$ cat src/rtl/baud_tick_gen_if.sv
// Control and strobe bundle between a UART and its baud tick generator.
// The generator attaches through the slave modport; the UART logic attaches through the master modport.
interface baud_tick_gen_if #(
  parameter int DIV_W  = 16,
  parameter int FRAC_W = 4,
  parameter int OSR    = 16
);
  logic                    en;
  logic                    restart;
  logic [DIV_W-1:0]        div_int;
  logic [FRAC_W-1:0]       div_frac;
  logic                    div_load;
  logic                    div_pend;
  logic                    div_err;
  logic                    os_tick;
  logic                    bit_tick;
  logic                    mid_tick;
  logic [$clog2(OSR)-1:0]  os_idx;

  modport master (
    output en, restart, div_int, div_frac, div_load,
    input  div_pend, div_err, os_tick, bit_tick, mid_tick, os_idx
  );

  modport slave (
    input  en, restart, div_int, div_frac, div_load,
    output div_pend, div_err, os_tick, bit_tick, mid_tick, os_idx
  );
endinterface

$ cat src/rtl/baud_tick_gen.sv
// Fractional baud-rate generator: oversample tick plus bit-boundary and bit-centre strobes,
// with a run-time reloadable divisor and receiver-driven phase re-alignment.
module baud_tick_gen #(
  parameter int                 DIV_W          = 16,
  parameter int                 FRAC_W         = 4,
  parameter int                 OSR            = 16,
  parameter logic [DIV_W-1:0]   RESET_DIV_INT  = 16'd27,
  parameter logic [FRAC_W-1:0]  RESET_DIV_FRAC = 4'd2
) (
  input  logic              clk,
  input  logic              rst,
  baud_tick_gen_if.slave    bus
);
  localparam int                IDX_W    = $clog2(OSR);
  localparam logic [IDX_W-1:0]  IDX_LAST = IDX_W'(OSR - 1);
  localparam logic [IDX_W-1:0]  IDX_MID  = IDX_W'(OSR / 2 - 1);
  localparam logic [IDX_W-1:0]  IDX_ONE  = {{(IDX_W-1){1'b0}}, 1'b1};
  localparam logic [DIV_W:0]    CNT_ONE  = {{DIV_W{1'b0}}, 1'b1};
  localparam logic [DIV_W-1:0]  MIN_DIV  = {{(DIV_W-2){1'b0}}, 2'b10};

  logic [DIV_W:0]       cnt_r;
  logic [FRAC_W-1:0]    acc_r;
  logic                 extra_r;
  logic [IDX_W-1:0]     os_idx_r;
  logic [DIV_W-1:0]     a_int_r;
  logic [FRAC_W-1:0]    a_frac_r;
  logic [DIV_W-1:0]     p_int_r;
  logic [FRAC_W-1:0]    p_frac_r;
  logic                 div_pend_r;
  logic                 div_err_r;
  logic                 os_tick_r;
  logic                 bit_tick_r;
  logic                 mid_tick_r;

  logic [DIV_W:0]       term_s;
  logic                 wrap_s;
  logic                 load_ok_s;
  logic                 load_bad_s;
  logic [FRAC_W:0]      acc_sum_s;
  logic                 apply_s;
  logic [IDX_W-1:0]     idx_next_s;

  // Terminal count, accumulator sum and load/apply decisions for the current cycle.
  always_comb begin
    term_s     = {1'b0, a_int_r} - CNT_ONE + {{DIV_W{1'b0}}, extra_r};
    wrap_s     = bus.en && (cnt_r == term_s);
    load_ok_s  = bus.div_load && (bus.div_int >= MIN_DIV);
    load_bad_s = bus.div_load && (bus.div_int < MIN_DIV);
    acc_sum_s  = {1'b0, acc_r} + {1'b0, a_frac_r};
    // Outside restart, a pending divisor is taken at a wrap or while counting is paused.
    apply_s    = div_pend_r && (wrap_s || !bus.en);
    if (os_idx_r == IDX_LAST) begin
      idx_next_s = {IDX_W{1'b0}};
    end else begin
      idx_next_s = os_idx_r + IDX_ONE;
    end
  end

  // Period counter, fraction accumulator, strobes and divisor hand-over.
  always_ff @(posedge clk or negedge rst) begin
    if (!rst) begin
      cnt_r      <= {(DIV_W+1){1'b0}};
      acc_r      <= {FRAC_W{1'b0}};
      extra_r    <= 1'b0;
      os_idx_r   <= {IDX_W{1'b0}};
      a_int_r    <= RESET_DIV_INT;
      a_frac_r   <= RESET_DIV_FRAC;
      p_int_r    <= {DIV_W{1'b0}};
      p_frac_r   <= {FRAC_W{1'b0}};
      div_pend_r <= 1'b0;
      div_err_r  <= 1'b0;
      os_tick_r  <= 1'b0;
      bit_tick_r <= 1'b0;
      mid_tick_r <= 1'b0;
    end else begin
      div_err_r <= load_bad_s;
      if (bus.restart) begin
        cnt_r      <= {(DIV_W+1){1'b0}};
        acc_r      <= {FRAC_W{1'b0}};
        extra_r    <= 1'b0;
        os_idx_r   <= {IDX_W{1'b0}};
        os_tick_r  <= 1'b0;
        bit_tick_r <= 1'b0;
        mid_tick_r <= 1'b0;
        div_pend_r <= 1'b0;
        // A load arriving together with restart wins over an older pending value.
        if (load_ok_s) begin
          a_int_r  <= bus.div_int;
          a_frac_r <= bus.div_frac;
          p_int_r  <= bus.div_int;
          p_frac_r <= bus.div_frac;
        end else if (div_pend_r) begin
          a_int_r  <= p_int_r;
          a_frac_r <= p_frac_r;
        end
      end else begin
        if (wrap_s) begin
          cnt_r      <= {(DIV_W+1){1'b0}};
          os_tick_r  <= 1'b1;
          bit_tick_r <= (os_idx_r == IDX_LAST);
          mid_tick_r <= (os_idx_r == IDX_MID);
          os_idx_r   <= idx_next_s;
        end else begin
          if (bus.en) begin
            cnt_r <= cnt_r + CNT_ONE;
          end
          os_tick_r  <= 1'b0;
          bit_tick_r <= 1'b0;
          mid_tick_r <= 1'b0;
        end
        if (apply_s) begin
          acc_r    <= {FRAC_W{1'b0}};
          extra_r  <= 1'b0;
          a_int_r  <= p_int_r;
          a_frac_r <= p_frac_r;
        end else if (wrap_s) begin
          {extra_r, acc_r} <= acc_sum_s;
        end
        if (load_ok_s) begin
          p_int_r    <= bus.div_int;
          p_frac_r   <= bus.div_frac;
          div_pend_r <= 1'b1;
        end else if (apply_s) begin
          div_pend_r <= 1'b0;
        end
      end
    end
  end

  assign bus.div_pend = div_pend_r;
  assign bus.div_err  = div_err_r;
  assign bus.os_tick  = os_tick_r;
  assign bus.bit_tick = bit_tick_r;
  assign bus.mid_tick = mid_tick_r;
  assign bus.os_idx   = os_idx_r;
endmodule

$ cat src/flat_wrapper.sv
// flat-port wrapper written by rule: the top's interface ports become plain ports
module baud_tick_gen_flat 
#(
  parameter int                 DIV_W          = 16,
  parameter int                 FRAC_W         = 4,
  parameter int                 OSR            = 16,
  parameter logic [DIV_W-1:0]   RESET_DIV_INT  = 16'd27,
  parameter logic [FRAC_W-1:0]  RESET_DIV_FRAC = 4'd2
)
  (clk, rst, bus_en, bus_restart, bus_div_int, bus_div_frac, bus_div_load, bus_div_pend, bus_div_err, bus_os_tick, bus_bit_tick, bus_mid_tick, bus_os_idx);
  baud_tick_gen_if #(.DIV_W(DIV_W), .FRAC_W(FRAC_W), .OSR(OSR)) bus_i ();
  input  logic clk;
  input  logic rst;
  input wire logic [$bits(bus_i.en)-1:0] bus_en;
  input wire logic [$bits(bus_i.restart)-1:0] bus_restart;
  input wire logic [$bits(bus_i.div_int)-1:0] bus_div_int;
  input wire logic [$bits(bus_i.div_frac)-1:0] bus_div_frac;
  input wire logic [$bits(bus_i.div_load)-1:0] bus_div_load;
  output wire logic [$bits(bus_i.div_pend)-1:0] bus_div_pend;
  output wire logic [$bits(bus_i.div_err)-1:0] bus_div_err;
  output wire logic [$bits(bus_i.os_tick)-1:0] bus_os_tick;
  output wire logic [$bits(bus_i.bit_tick)-1:0] bus_bit_tick;
  output wire logic [$bits(bus_i.mid_tick)-1:0] bus_mid_tick;
  output wire logic [$bits(bus_i.os_idx)-1:0] bus_os_idx;
  assign bus_i.en = bus_en;
  assign bus_i.restart = bus_restart;
  assign bus_i.div_int = bus_div_int;
  assign bus_i.div_frac = bus_div_frac;
  assign bus_i.div_load = bus_div_load;
  assign bus_div_pend = bus_i.div_pend;
  assign bus_div_err = bus_i.div_err;
  assign bus_os_tick = bus_i.os_tick;
  assign bus_bit_tick = bus_i.bit_tick;
  assign bus_mid_tick = bus_i.mid_tick;
  assign bus_os_idx = bus_i.os_idx;
  baud_tick_gen #(.DIV_W(DIV_W), .FRAC_W(FRAC_W), .OSR(OSR), .RESET_DIV_INT(RESET_DIV_INT), .RESET_DIV_FRAC(RESET_DIV_FRAC)) u_core (.clk(clk), .rst(rst), .bus(bus_i));
endmodule
$ cat config.mk
export PLATFORM = sky130hd
export DESIGN_NAME = baud_tick_gen_flat
export DESIGN_NICKNAME = d
export VERILOG_FILES = /design/src/rtl/baud_tick_gen_if.sv /design/src/rtl/baud_tick_gen.sv /design/src/flat_wrapper.sv
export SDC_FILE = /design/constraint.sdc
export NUM_CORES = 1
export LEC_CHECK = 0
export BUFFER_PORTS_ARGS = -buffer_cell sky130_fd_sc_hd__buf_2
export CAP_MARGIN = 20
export CORE_UTILIZATION = 50
export DETAILED_ROUTE_END_ITERATION = 7
export PLACE_DENSITY = 0.71
export RECOVER_POWER = 50
export SLEW_MARGIN = 15
export SYNTH_ARGS = -nofsm -noshare
export SYNTH_HDL_FRONTEND = slang
export SYNTH_SLANG_ARGS = --single-unit
$ cat constraint.sdc
create_clock -name clk -period 3.34 [get_ports clk]
set_input_delay 0.668 -clock clk [delete_from_list [all_inputs] [get_ports clk]]
set_output_delay 0.668 -clock clk [all_outputs]
set_load 0.01 [all_outputs]
# ---- Yosys cells after proc, flatten, opt, wreduce, memory -nomap -nowiden
# Index checks and enable logic that the tools add are counted.
dict set report op_classes {
  add_sub_neg 5
  magnitude_cmp 2
  eq_ne 4
  mux 29
  n_reduce_logical 12
}
# operator n
set ops {}
lappend ops {{$mux 16} 4}
lappend ops {{$mux 17} 3}
lappend ops {{$mux 4} 10}
lappend ops {{$add 17x1->17} 1}
lappend ops {{$add 17x1->17 const B} 1}
lappend ops {{$eq 17x17->1} 1}
lappend ops {{$sub 16x1->17 const B} 1}
lappend ops {{$ge 16x2->1 const B} 1}
lappend ops {{$lt 16x2->1 const B} 1}
lappend ops {{$mux 1} 12}
lappend ops {{$reduce_bool 3->1} 3}
lappend ops {{$add 4x4->5} 1}
lappend ops {{$add 4x1->4 const B} 1}
lappend ops {{$eq 4x3->1 const B} 1}
lappend ops {{$eq 4x4->1 const B} 1}
lappend ops {{$logic_and 1x1->1} 4}
lappend ops {{$reduce_bool 2->1} 2}
lappend ops {{$ne 3x1->1 const B} 1}
lappend ops {{$reduce_and 2->1} 1}
lappend ops {{$logic_not 1->1} 1}
lappend ops {{$logic_or 1x1->1} 1}
dict set report totals {
  register_bits 71
  out_inout_bits 9
  elab_cells 65
}

# ---- Depth between registers and ports, before layout
# Gate-level depths: netlist (run 1).
dict set report logic_depth {
  depth_word 9
  depth_mapped 13
}

# ---- Worst setup path after synthesis (run 1)
# No wires, ideal clock.
dict set report synth_path {
  path_type {reg2reg}
  startpoint {register u_core.a_int_r[4]}
  endpoint {register u_core.a_int_r[8]}
  arrival_ns 3.036
  t_required_ns 3.214
  slack_ns 0.178
  stages_incl_launch_ff 12
  n_path_buf 3
  period_less_slack_ns 3.162
  path_cell_list {dfstp_2 -> buf_2 -> or4_4 -> or4_4 -> a211oi_2 -> nand2_1 -> nor4_2 -> and3_1 -> buf_6 -> o22ai_4 -> buf_6 -> a221o_1}
}
dict set report synth_between {
  elab_chain_len 8
}
# element line_no
set synth_lines {}
lappend synth_lines {{start: declaration} baud_tick_gen.sv:25} ;# logic [DIV_W-1:0] a_int_r;
lappend synth_lines {{start signal: assignment} baud_tick_gen.sv:88} ;# a_int_r <= bus.div_int;
lappend synth_lines {{start signal: assignment} baud_tick_gen.sv:93} ;# a_int_r <= p_int_r;
lappend synth_lines {{start signal: assignment} baud_tick_gen.sv:114} ;# a_int_r <= p_int_r;
lappend synth_lines {{$sub 16x1->17} baud_tick_gen.sv:45} ;# term_s = {1'b0, a_int_r} - CNT_ONE + {{DIV_W{1'b0}}, extra_r};
lappend synth_lines {{$add 17x1->17} baud_tick_gen.sv:45}
lappend synth_lines {{$eq 17x17->1} baud_tick_gen.sv:46} ;# wrap_s = bus.en && (cnt_r == term_s);
lappend synth_lines {{$logic_and 1x1->1} baud_tick_gen.sv:46}
lappend synth_lines {{$logic_or 1x1->1} baud_tick_gen.sv:51} ;# apply_s = div_pend_r && (wrap_s || !bus.en);
lappend synth_lines {{$logic_and 1x1->1} baud_tick_gen.sv:51}
lappend synth_lines {{$reduce_bool 2->1 (no line)} --}
lappend synth_lines {{$reduce_and 2->1 (no line)} --}
# Every way passes these cells.
# A chain may end at the register's enable or synchronous reset.

# ---- Final worst setup path (run 1)
dict set report layout_path {
  startpoint {register u_core.a_int_r[4]}
  endpoint {register u_core.a_int_r[7]}
}
# Same word-level chain as after synthesis.

==> impl_metrics.env, run 1 <==
export IMPL_vias_per_cell=6.28
export IMPL_design_core_area_um2=8720
export IMPL_initial_core_util_pct=51.6
export IMPL_clockBufferDepth=2
export IMPL_fin_ws_ns=0.0859
export IMPL_yosysWarnings=0
export IMPL_ys_types=56
export IMPL_dp_hpwl_mm=8.08
export IMPL_die_w_um=96.9
export IMPL_synth_area_top_cells="dfrtp_1, nand2_1, a221o_1"
export IMPL_final_seq_area_um2=1780
export IMPL_cts_made_buffers=9
export IMPL_grt_overflow=0
export IMPL_cts_tree="yes"
export IMPL_synthCells=510
export IMPL_yosysSeqAreaShare_pct=39.6
export IMPL_cts_htree_levels=3
export IMPL_r2r_start="u_core.a_int_r[4]"
export IMPL_cts_sinks=71
export IMPL_multiInputGateArea_um2=2510
export IMPL_ys_top_cells_by_count="nand2_1, dfrtp_1, nor2_1, clkbuf_1, a221o_1"
export IMPL_stdcell_count=650
export IMPL_synthAdderAreaFrac_pct=2.67
export IMPL_grt_use_total_pct=25.6
export IMPL_design_area_um2=5040
export IMPL_reg2regPathDepth=8
export IMPL_finalWorstPathRequiredPeriod_ns=3.25
export IMPL_worst_pin_slew_ns=1.50
export IMPL_synth_mux_area_share_pct=0.694
export IMPL_synth_xor_xnor_area_share_pct=5.64
export IMPL_n_fill_cell=768
export IMPL_hold_class="input port to async pin"
export IMPL_rsz0062_at_grt="no"
export IMPL_port_buffers=33
export IMPL_start_kind="flop"
export IMPL_ys_seq_elements=71
export IMPL_p_per_area_nw_per_um2=448
export IMPL_hold_slack_ns=0.528
export IMPL_drt_initial_drc_count=265
export IMPL_fin_util_pct=57.8
export IMPL_skew_ns=0.0134
export IMPL_num_rows=34
export IMPL_ir_worst_vdd_mv=0.211
export IMPL_via_count=4081
export IMPL_synth_edf_count=0
export IMPL_post_route_period_util_pct=97.4
export IMPL_r2r_end="u_core.a_int_r[7]"
export IMPL_p_total_mw=2.26
export IMPL_violations="capacitance limit, slew limit"
export IMPL_first_pass_iters=5
export IMPL_synthFlopType="dfrtp_1"
export IMPL_cts_hold_buf=0
export IMPL_synth_simple_area_share_pct=26.7
export IMPL_syn_area_per_cell_um2=8.83
export IMPL_finalSetupViolCount=0
export IMPL_status="finished with violations"
export IMPL_postCtsSetupRepairBufs=0
export IMPL_synth_top_family_by_area="simple AND/OR/NAND/NOR gates"
export IMPL_async_flop_share_pct=100
export IMPL_post_synth_top_count_cell="nand2_1"
export IMPL_setup_tns_ns=0
export IMPL_synth_area_um2=4500
export IMPL_clockRootBuffer="clkbuf_8"
export IMPL_dieArea_um2=9390
export IMPL_layout_drive_gt1_share_pct=15.1
export IMPL_endpoint_kind="flop"
export IMPL_synth_fp_nets=544
export IMPL_n_antenna_cell=0
export IMPL_crit_arrival_ns=3.48
export IMPL_slew_violations=28
export IMPL_dp_cells=634
export IMPL_reg2reg_slack_ns=0.09
export IMPL_antenna_found_initial=0
export IMPL_grt_pass1_vias=3910
export IMPL_clock_latency_ns=0.35
export IMPL_critPathKind="flop to flop"
export IMPL_cap_violations=1
export IMPL_dp_slack_ns=0.0789
export IMPL_crit_fanout=18
export IMPL_synth_largest_area_cell="dfrtp_1"
export IMPL_place_congestion=0.893
export IMPL_die_h_um=96.9
export IMPL_yosys_area_top_type_share_pct=36.7
export IMPL_drt_wl_total_mm=11.7
export IMPL_area_growth_pct=12.0
export IMPL_place_area_um2=4810
export IMPL_grt_pass1_wl_mm=19.5
export IMPL_required_ns=3.57
export IMPL_io_pin_count=34
export IMPL_hold_viol_final=0
export IMPL_ant_nets=0
export IMPL_clk_pin_slew_ns=0.08
export IMPL_fmax_ghz=0.307
export IMPL_drc=0
export IMPL_p_leak_nw=2.11
export IMPL_synth_compound_area_share_pct=19.9
export IMPL_grt_max_degree=54
export IMPL_fin_nets=571
export IMPL_post_drt_wl_per_cell_um=18.0
export IMPL_relSlewSlack_pct=-0.253
## sequential cells by signal (all words and copies together) (netlist names), 4 cells and up
register and flops:
u_core.p_int_r 16, u_core.a_frac_r 4, u_core.cnt_r 17, u_core.p_frac_r 4, u_core.acc_r 4, u_core.bus.os_idx 4, u_core.a_int_r 16
## cells by family after synthesis
family,after synthesis
buf+inv,50
xor+xnor,29
compound gates,112
simple gates,236
mux,3
fa+ha+maj,9
flops,71
## worst max-delay path, stage by stage, from the launching register on
cell and delay, ns:
dfstp_2 0.42, or4_4 0.56, or4_4 0.54, a211oi_2 0.24
nand2_1 0.09, nor4_2 0.36, and3_1 0.30, o22ai_4 0.20
a221o_1 0.43
## metal layers
metal	track usage [%]	vias to the layer above	wire length, µm
li1	-	1941	-
met1	34.3	2019	5380
met2	43.2	109	5670
met3	3.25	12	503
met4	8.15	0	124
met5	0	-	0
## what timing repair did
item,CTS,global route
gates resized for setup,0,1
endpoints found under the setup margin,0,22
endpoints found under the hold margin,0,0
## placed cells by master, fill, tap and decap left out, drive strengths merged, types with 9 or more instances in the layout
master	count
xnor2	14
nand4	11
dfrtp	66
a221oi	13
inv	10
nor2	36
clkbuf	18
nand3	16
nor3	18
a31oi	9
buf	48
and3	9
xor2	15
nor2b	18
nand2	83
a221o	19
a311oi	18
a21oi	18
## power breakdown
group	total, mW	leakage [nW]	internal (mW)	switching [mW]
clock network	0.866	0.120	0.519	0.348
registers	1.01	0.891	0.926	0.0874
logic	0.378	1.10	0.166	0.212
total	2.26	2.11	1.61	0.647
## worst max path at each step
stage / startpoint / end / slack, ns / cells after the start
2_1_floorplan: u_core.a_int_r[4] / u_core.a_int_r[8] / 0.18 / 11
3_3_place_gp: u_core.extra_r / u_core.a_int_r[11] / 0.18 / 10
3_5_place_dp: u_core.extra_r / u_core.a_int_r[7] / 0.08 / 10
4_1_cts: u_core.extra_r / u_core.a_int_r[7] / 0.05 / 10
5_1_grt: u_core.extra_r / u_core.a_int_r[7] / 0.005 / 11
6_report: u_core.a_int_r[4] / u_core.a_int_r[7] / 0.09 / 8
## final cells by class
cell class | instances | area share (%)
clock buffer | 11 | 2.80
clock inverter | 5 | 2.11
inverter | 11 | 0.819
multi-input combinational | 389 | 49.8
sequential | 71 | 35.4
tap | 108 | 2.68
timing repair buffer | 55 | 6.47
(Power assumes the default switching activity.)
==> inputs of run 2 (changes only) <==
- RECOVER_POWER: 50 -> default
==> run 2 against run 1 <==
The flow now finishes without violations. Die area did not move. Sequential power about the same. First-iteration DRC count shrank 1.1%. Final area up 0.32%. Highest routed layer unchanged.
==> impl_metrics.env, run 2 (synthesized netlist as in run 1, its figures left out) <==
export IMPL_status="finished clean"
export IMPL_initial_core_util_pct=51.6
export IMPL_p_leak_nw=2.13
export IMPL_relSlewSlack_pct=43.7
export IMPL_first_pass_iters=5
export IMPL_crit_arrival_ns=3.48
export IMPL_design_core_area_um2=8720
export IMPL_biggestRegsByFlops="u_core.cnt_r: 17 flops, u_core.a_int_r: 16 flops, u_core.p_int_r: 16 flops"
export IMPL_place_area_um2=4810
export IMPL_setup_tns_ns=0
export IMPL_p_comb_share_pct=16.8
export IMPL_cts_tree="yes"
export IMPL_clockBufferDepth=2
export IMPL_cts_hold_buf=0
export IMPL_r2r_start="u_core.a_int_r[4]"
export IMPL_ant_nets=0
export IMPL_design_area_um2=5060
export IMPL_p_int_mw=1.61
export IMPL_grt_pass1_wl_mm=19.5
export IMPL_rsz0062_at_grt="no"
export IMPL_clock_latency_ns=0.35
export IMPL_regMostFlops="u_core.cnt_r"
export IMPL_mostFrequentLayoutCells="nand2_1, dfrtp_1, nor2_1"
export IMPL_multiInputGateArea_um2=2510
export IMPL_clockRootBuffer="clkbuf_8"
export IMPL_final_seq_area_um2=1780
export IMPL_endpoint_kind="flop"
export IMPL_grt_overflow=0
export IMPL_hold_slack_ns=0.279
export IMPL_die_w_um=96.9
export IMPL_worst_pin_slew_ns=0.845
export IMPL_critPathKind="flop to flop"
export IMPL_p_switching_uw=643
export IMPL_largest_reg_flops=17
export IMPL_post_route_period_util_pct=97.4
export IMPL_swShare_pct=28.5
export IMPL_vias_per_cell=6.25
export IMPL_via_count=4065
export IMPL_die_h_um=96.9
export IMPL_grt_use_total_pct=25.6
export IMPL_seq_power_share_pct=44.9
export IMPL_antenna_found_initial=0
export IMPL_n_antenna_cell=0
export IMPL_slew_violations=0
export IMPL_post_drt_wl_per_cell_um=17.9
export IMPL_p_per_area_nw_per_um2=446
export IMPL_finalSetupViolCount=0
export IMPL_hold_viol_final=0
export IMPL_dp_hpwl_mm=8.08
export IMPL_place_congestion=0.893
export IMPL_drc=0
export IMPL_n_fill_cell=763
export IMPL_grt_pass1_vias=3910
export IMPL_cts_sinks=71
export IMPL_hold_class="input port to async pin"
export IMPL_required_ns=3.57
export IMPL_crit_fanout=18
export IMPL_ir_worst_vdd_mv=0.211
export IMPL_layout_drive_gt1_share_pct=16.4
export IMPL_clk_pin_slew_ns=0.08
export IMPL_io_pin_count=34
export IMPL_drt_initial_drc_count=262
export IMPL_num_rows=34
export IMPL_port_buffers=33
export IMPL_final_common_cell="nand2_1"
export IMPL_fin_nets=571
export IMPL_cts_htree_levels=3
export IMPL_area_growth_pct=12.3
export IMPL_r2r_end="u_core.a_int_r[7]"
export IMPL_cap_violations=0
export IMPL_grt_max_degree=54
export IMPL_skew_ns=0.0152
export IMPL_finalWorstPathRequiredPeriod_ns=3.25
export IMPL_power_share_clock_pct=38.3
export IMPL_dieArea_um2=9390
export IMPL_reg2reg_slack_ns=0.09
export IMPL_start_kind="flop"
export IMPL_reg2regPathDepth=8
export IMPL_drt_wl_total_mm=11.7
export IMPL_cts_made_buffers=9
export IMPL_fmax_ghz=0.307
## run 2: cell types whose count changed in the layout (fill, tap and decap cells not counted), sizes merged
cell,delta
clkbuf,-7
buf,+7
## run 2: worst max-delay path by stage
| stage | startpoint | end | slack, ns | depth (start not counted) |
|---|---|---|---|---|
| after CTS | u_core.extra_r | u_core.a_int_r[7] | 0.05 | 10 |
| after global placement | u_core.extra_r | u_core.a_int_r[11] | 0.18 | 10 |
| after floorplan | u_core.a_int_r[4] | u_core.a_int_r[8] | 0.18 | 11 |
| final | u_core.a_int_r[4] | u_core.a_int_r[7] | 0.09 | 8 |
| after detailed placement | u_core.extra_r | u_core.a_int_r[7] | 0.08 | 10 |
| after global routing | u_core.extra_r | u_core.a_int_r[7] | 0.005 | 11 |
## run 2: power by group through the flow
stage / Sequential [mW] / Combinational [mW] / Clock (mW)
global route: 1.02 / 0.423 / 0.910
finish: 1.01 / 0.379 / 0.863
CTS: 1.01 / 0.378 / 0.875
detailed placement: 1.03 / 0.376 / 0
floorplan: 0.991 / 0.289 / 0
global placement: 1.02 / 0.366 / 0
## run 2: timing repair
| item | CTS | global route |
|---|---|---|
| endpoints found under the setup margin | 0 | 22 |
| hold endpoints to repair | 0 | 0 |
| gates resized for setup | 0 | 1 |
| setup buffers | 0 | 0 |
## run 2: area by class of cell
type                            count  share of cell area [%]
Sequential cell                    71                    35.2
Tap cell                          108                    2.67
Inverter                           11                   0.816
Multi-Input combinational cell    389                    49.6
Clock buffer                       11                    2.79
Timing Repair Buffer               55                    6.78
Clock inverter                      5                    2.10
## run 2: metal layers
layer | track usage [%] | up-vias | wire, µm
li1 | - | 1937 | -
met1 | 34.3 | 1989 | 5290
met2 | 43.2 | 125 | 5680
met3 | 3.25 | 14 | 546
met4 | 8.15 | 0 | 139
met5 | 0 | - | 0
## run 2: critical path, stage by stage, from the launching register on
cell and delay (ns):
dfstp_2 0.42, or4_4 0.56, or4_4 0.54, a211oi_2 0.24, nand2_1 0.09, nor4_2 0.36
and3_1 0.30, o22ai_4 0.20, a221o_1 0.43
## run 2: per-stage QoR
step	total power, mW	util (%)	cells	setup WS [ns]
floorplan	1.28	-	510	0.178
global placement	1.39	55.1	634	0.185
detailed placement	1.40	55.1	634	0.0789
CTS	2.26	58.0	650	0.0484
global route	2.36	58.0	650	0.00473
finish	2.26	58.0	650	0.0853
==> inputs of run 3 (changes only) <==
- CORE_MARGIN: default -> 8
- CTS_BUF_LIST: default -> sky130_fd_sc_hd__clkbuf_8
==> run 3 against run 2 <==
Critical path depth unchanged. Largest power group unchanged. Die area up 31%. Worst hold slack better by 0.082 ns. Sequential power about the same.
==> impl_metrics.env, run 3 (synthesized netlist as in run 1, its figures left out) <==
export IMPL_initial_core_util_pct=51.6
export IMPL_port_buffers=33
export IMPL_fin_ws_ns=0.177
export IMPL_n_antenna_cell=0
export IMPL_critPathKind="flop to flop"
export IMPL_biggestRegsByFlops="u_core.cnt_r: 17 flops, u_core.a_int_r: 16 flops, u_core.p_int_r: 16 flops"
export IMPL_grt_max_degree=54
export IMPL_drt_wl_total_mm=12.4
export IMPL_design_area_um2=5110
export IMPL_finalSetupViolCount=0
export IMPL_fmax_ghz=0.316
export IMPL_drt_initial_drc_count=236
export IMPL_p_leak_nw=2.16
export IMPL_relSlewSlack_pct=32.3
export IMPL_clk_pin_slew_ns=0.08
export IMPL_num_rows=34
export IMPL_reg2reg_slack_ns=0.18
export IMPL_place_congestion=0.938
export IMPL_clockBufferDepth=2
export IMPL_design_core_area_um2=8720
export IMPL_power_share_clock_pct=39.8
export IMPL_max_stage_delay_ns=0.54
export IMPL_post_drt_wl_per_cell_um=19.1
export IMPL_grt_overflow=0
export IMPL_slew_violations=0
export IMPL_fin_util_pct=58.6
export IMPL_hold_class="input port to async pin"
export IMPL_die_h_um=111
export IMPL_p_int_mw=1.69
export IMPL_worst_pin_slew_ns=1.02
export IMPL_grt_pass1_wl_mm=20.0
export IMPL_post_route_period_util_pct=94.7
export IMPL_status="finished clean"
export IMPL_endpoint_kind="flop"
export IMPL_swShare_pct=28.2
export IMPL_required_ns=3.58
export IMPL_n_fill_cell=780
export IMPL_cts_htree_levels=3
export IMPL_grt_pass1_vias=3966
export IMPL_layout_drive_gt1_share_pct=17.4
export IMPL_die_w_um=111
export IMPL_cts_made_buffers=9
export IMPL_first_pass_iters=5
export IMPL_area_growth_pct=13.5
export IMPL_regMostFlops="u_core.cnt_r"
export IMPL_mostFrequentLayoutCells="nand2_1, dfrtp_1, nor2_1"
export IMPL_cts_sinks=71
export IMPL_ant_nets=0
export IMPL_dp_hpwl_mm=8.36
export IMPL_path_cells="or4_4 > nor4b_1 > a21oi_1 > nor4_4 > and3_4 > buf_6 > o22ai_2 > a221o_1"
export IMPL_p_switching_uw=666
export IMPL_clockRootBuffer="clkbuf_8"
export IMPL_drc=0
export IMPL_dp_slack_ns=-0.0679
export IMPL_setup_tns_ns=0
export IMPL_crit_arrival_ns=3.40
export IMPL_skew_ns=0.0131
export IMPL_dieArea_um2=12300
export IMPL_ir_worst_vdd_mv=0.244
export IMPL_fin_nets=568
export IMPL_antenna_found_initial=0
export IMPL_cts_tree="yes"
export IMPL_p_per_area_nw_per_um2=461
export IMPL_cap_violations=0
export IMPL_largest_reg_flops=17
export IMPL_io_pin_count=34
export IMPL_path_buf_inv=1
export IMPL_start_kind="flop"
export IMPL_crit_slowest_cell="or4_4"
export IMPL_grt_use_total_pct=19.7
export IMPL_final_common_cell="nand2_1"
export IMPL_clock_latency_ns=0.36
export IMPL_seq_power_share_pct=43.1
export IMPL_crit_fanout=9
export IMPL_hold_viol_final=0
export IMPL_vias_per_cell=6.46
export IMPL_via_count=4182
export IMPL_rsz0062_at_grt="no"
export IMPL_finalWorstPathRequiredPeriod_ns=3.16
export IMPL_p_comb_share_pct=17.1
export IMPL_critical_path_top_delay_family="simple AND/OR/NAND/NOR gates"
export IMPL_place_area_um2=4780
-- run 3: cell types whose count changed in the layout (fill, tap and decap cells not counted), sizes merged --
cell      delta
buf          -4
bufinv       +1
clkbuf       -1
clkinvlp     -1
inv          +1
o22ai        +1
-- run 3: worst paths after layout --
path / from / to / cells after the start
max reg2reg: u_core.a_int_r[5] / u_core.a_int_r[10] / 8
max: u_core.a_int_r[5] / u_core.a_int_r[10] / 8
min reg2reg: u_core.bus.os_idx[3] / u_core.bus.mid_tick / 1
min: rst / u_core.cnt_r[2] / 1
min in group clk: bus_div_frac[3] / u_core.p_frac_r[3] / 3
max in group asynchronous: rst / u_core.a_frac_r[1] / 2
-- run 3: area by class of cell --
type	count	area, µm²	area share (%)
tap	108	135	2.64
inverter	11	41.3	0.807
clock inverter	6	133	2.59
timing repair buffer	51	317	6.19
sequential	71	1780	34.9
clock buffer	10	138	2.69
multi-input combinational	390	2570	50.2
-- run 3: metal layers --
layer / vias to the layer above / track usage, % / routed length [µm]
met1: 2022 / 24.5 / 5410
met5: - / 0 / 0
li1: 1948 / - / -
met3: 37 / 4.27 / 770
met2: 175 / 32.1 / 5840
met4: 0 / 8.38 / 340
-- run 3: worst reg2reg max path, cell delays in order, from the launching register on --
cell     delay [ns]
dfrtp_2        0.45
or4_4          0.54
nor4b_1        0.53
a21oi_1        0.24
nor4_4         0.33
and3_4         0.23
buf_6          0.14
o22ai_2        0.18
a221o_1        0.43
-- run 3: power groups by stage --
stage                     registers, mW  logic (mW)  clock network, mW
after floorplan                   0.991       0.289                  0
after global placement             1.02       0.373                  0
after detailed placement           1.02       0.384                  0
after CTS                          1.01       0.390              0.946
after global routing               1.02       0.444              0.980
final                              1.02       0.404              0.939
-- run 3: through the flow --
step,power (mW),hold slack (ns),cells
global placement,1.39,0.493,630
detailed placement,1.41,0.499,630
CTS,2.34,0.395,646
floorplan,1.28,0.372,510
global route,2.45,0.420,647
finish,2.36,0.361,647
-- run 3: timing repair --
item	4_1_cts	5_1_grt
cloned	0	1
buffers inserted	0	0
pin swaps	0	2
hold buffers	0	0
resized for setup	2	10
endpoints found under the setup margin	20	31
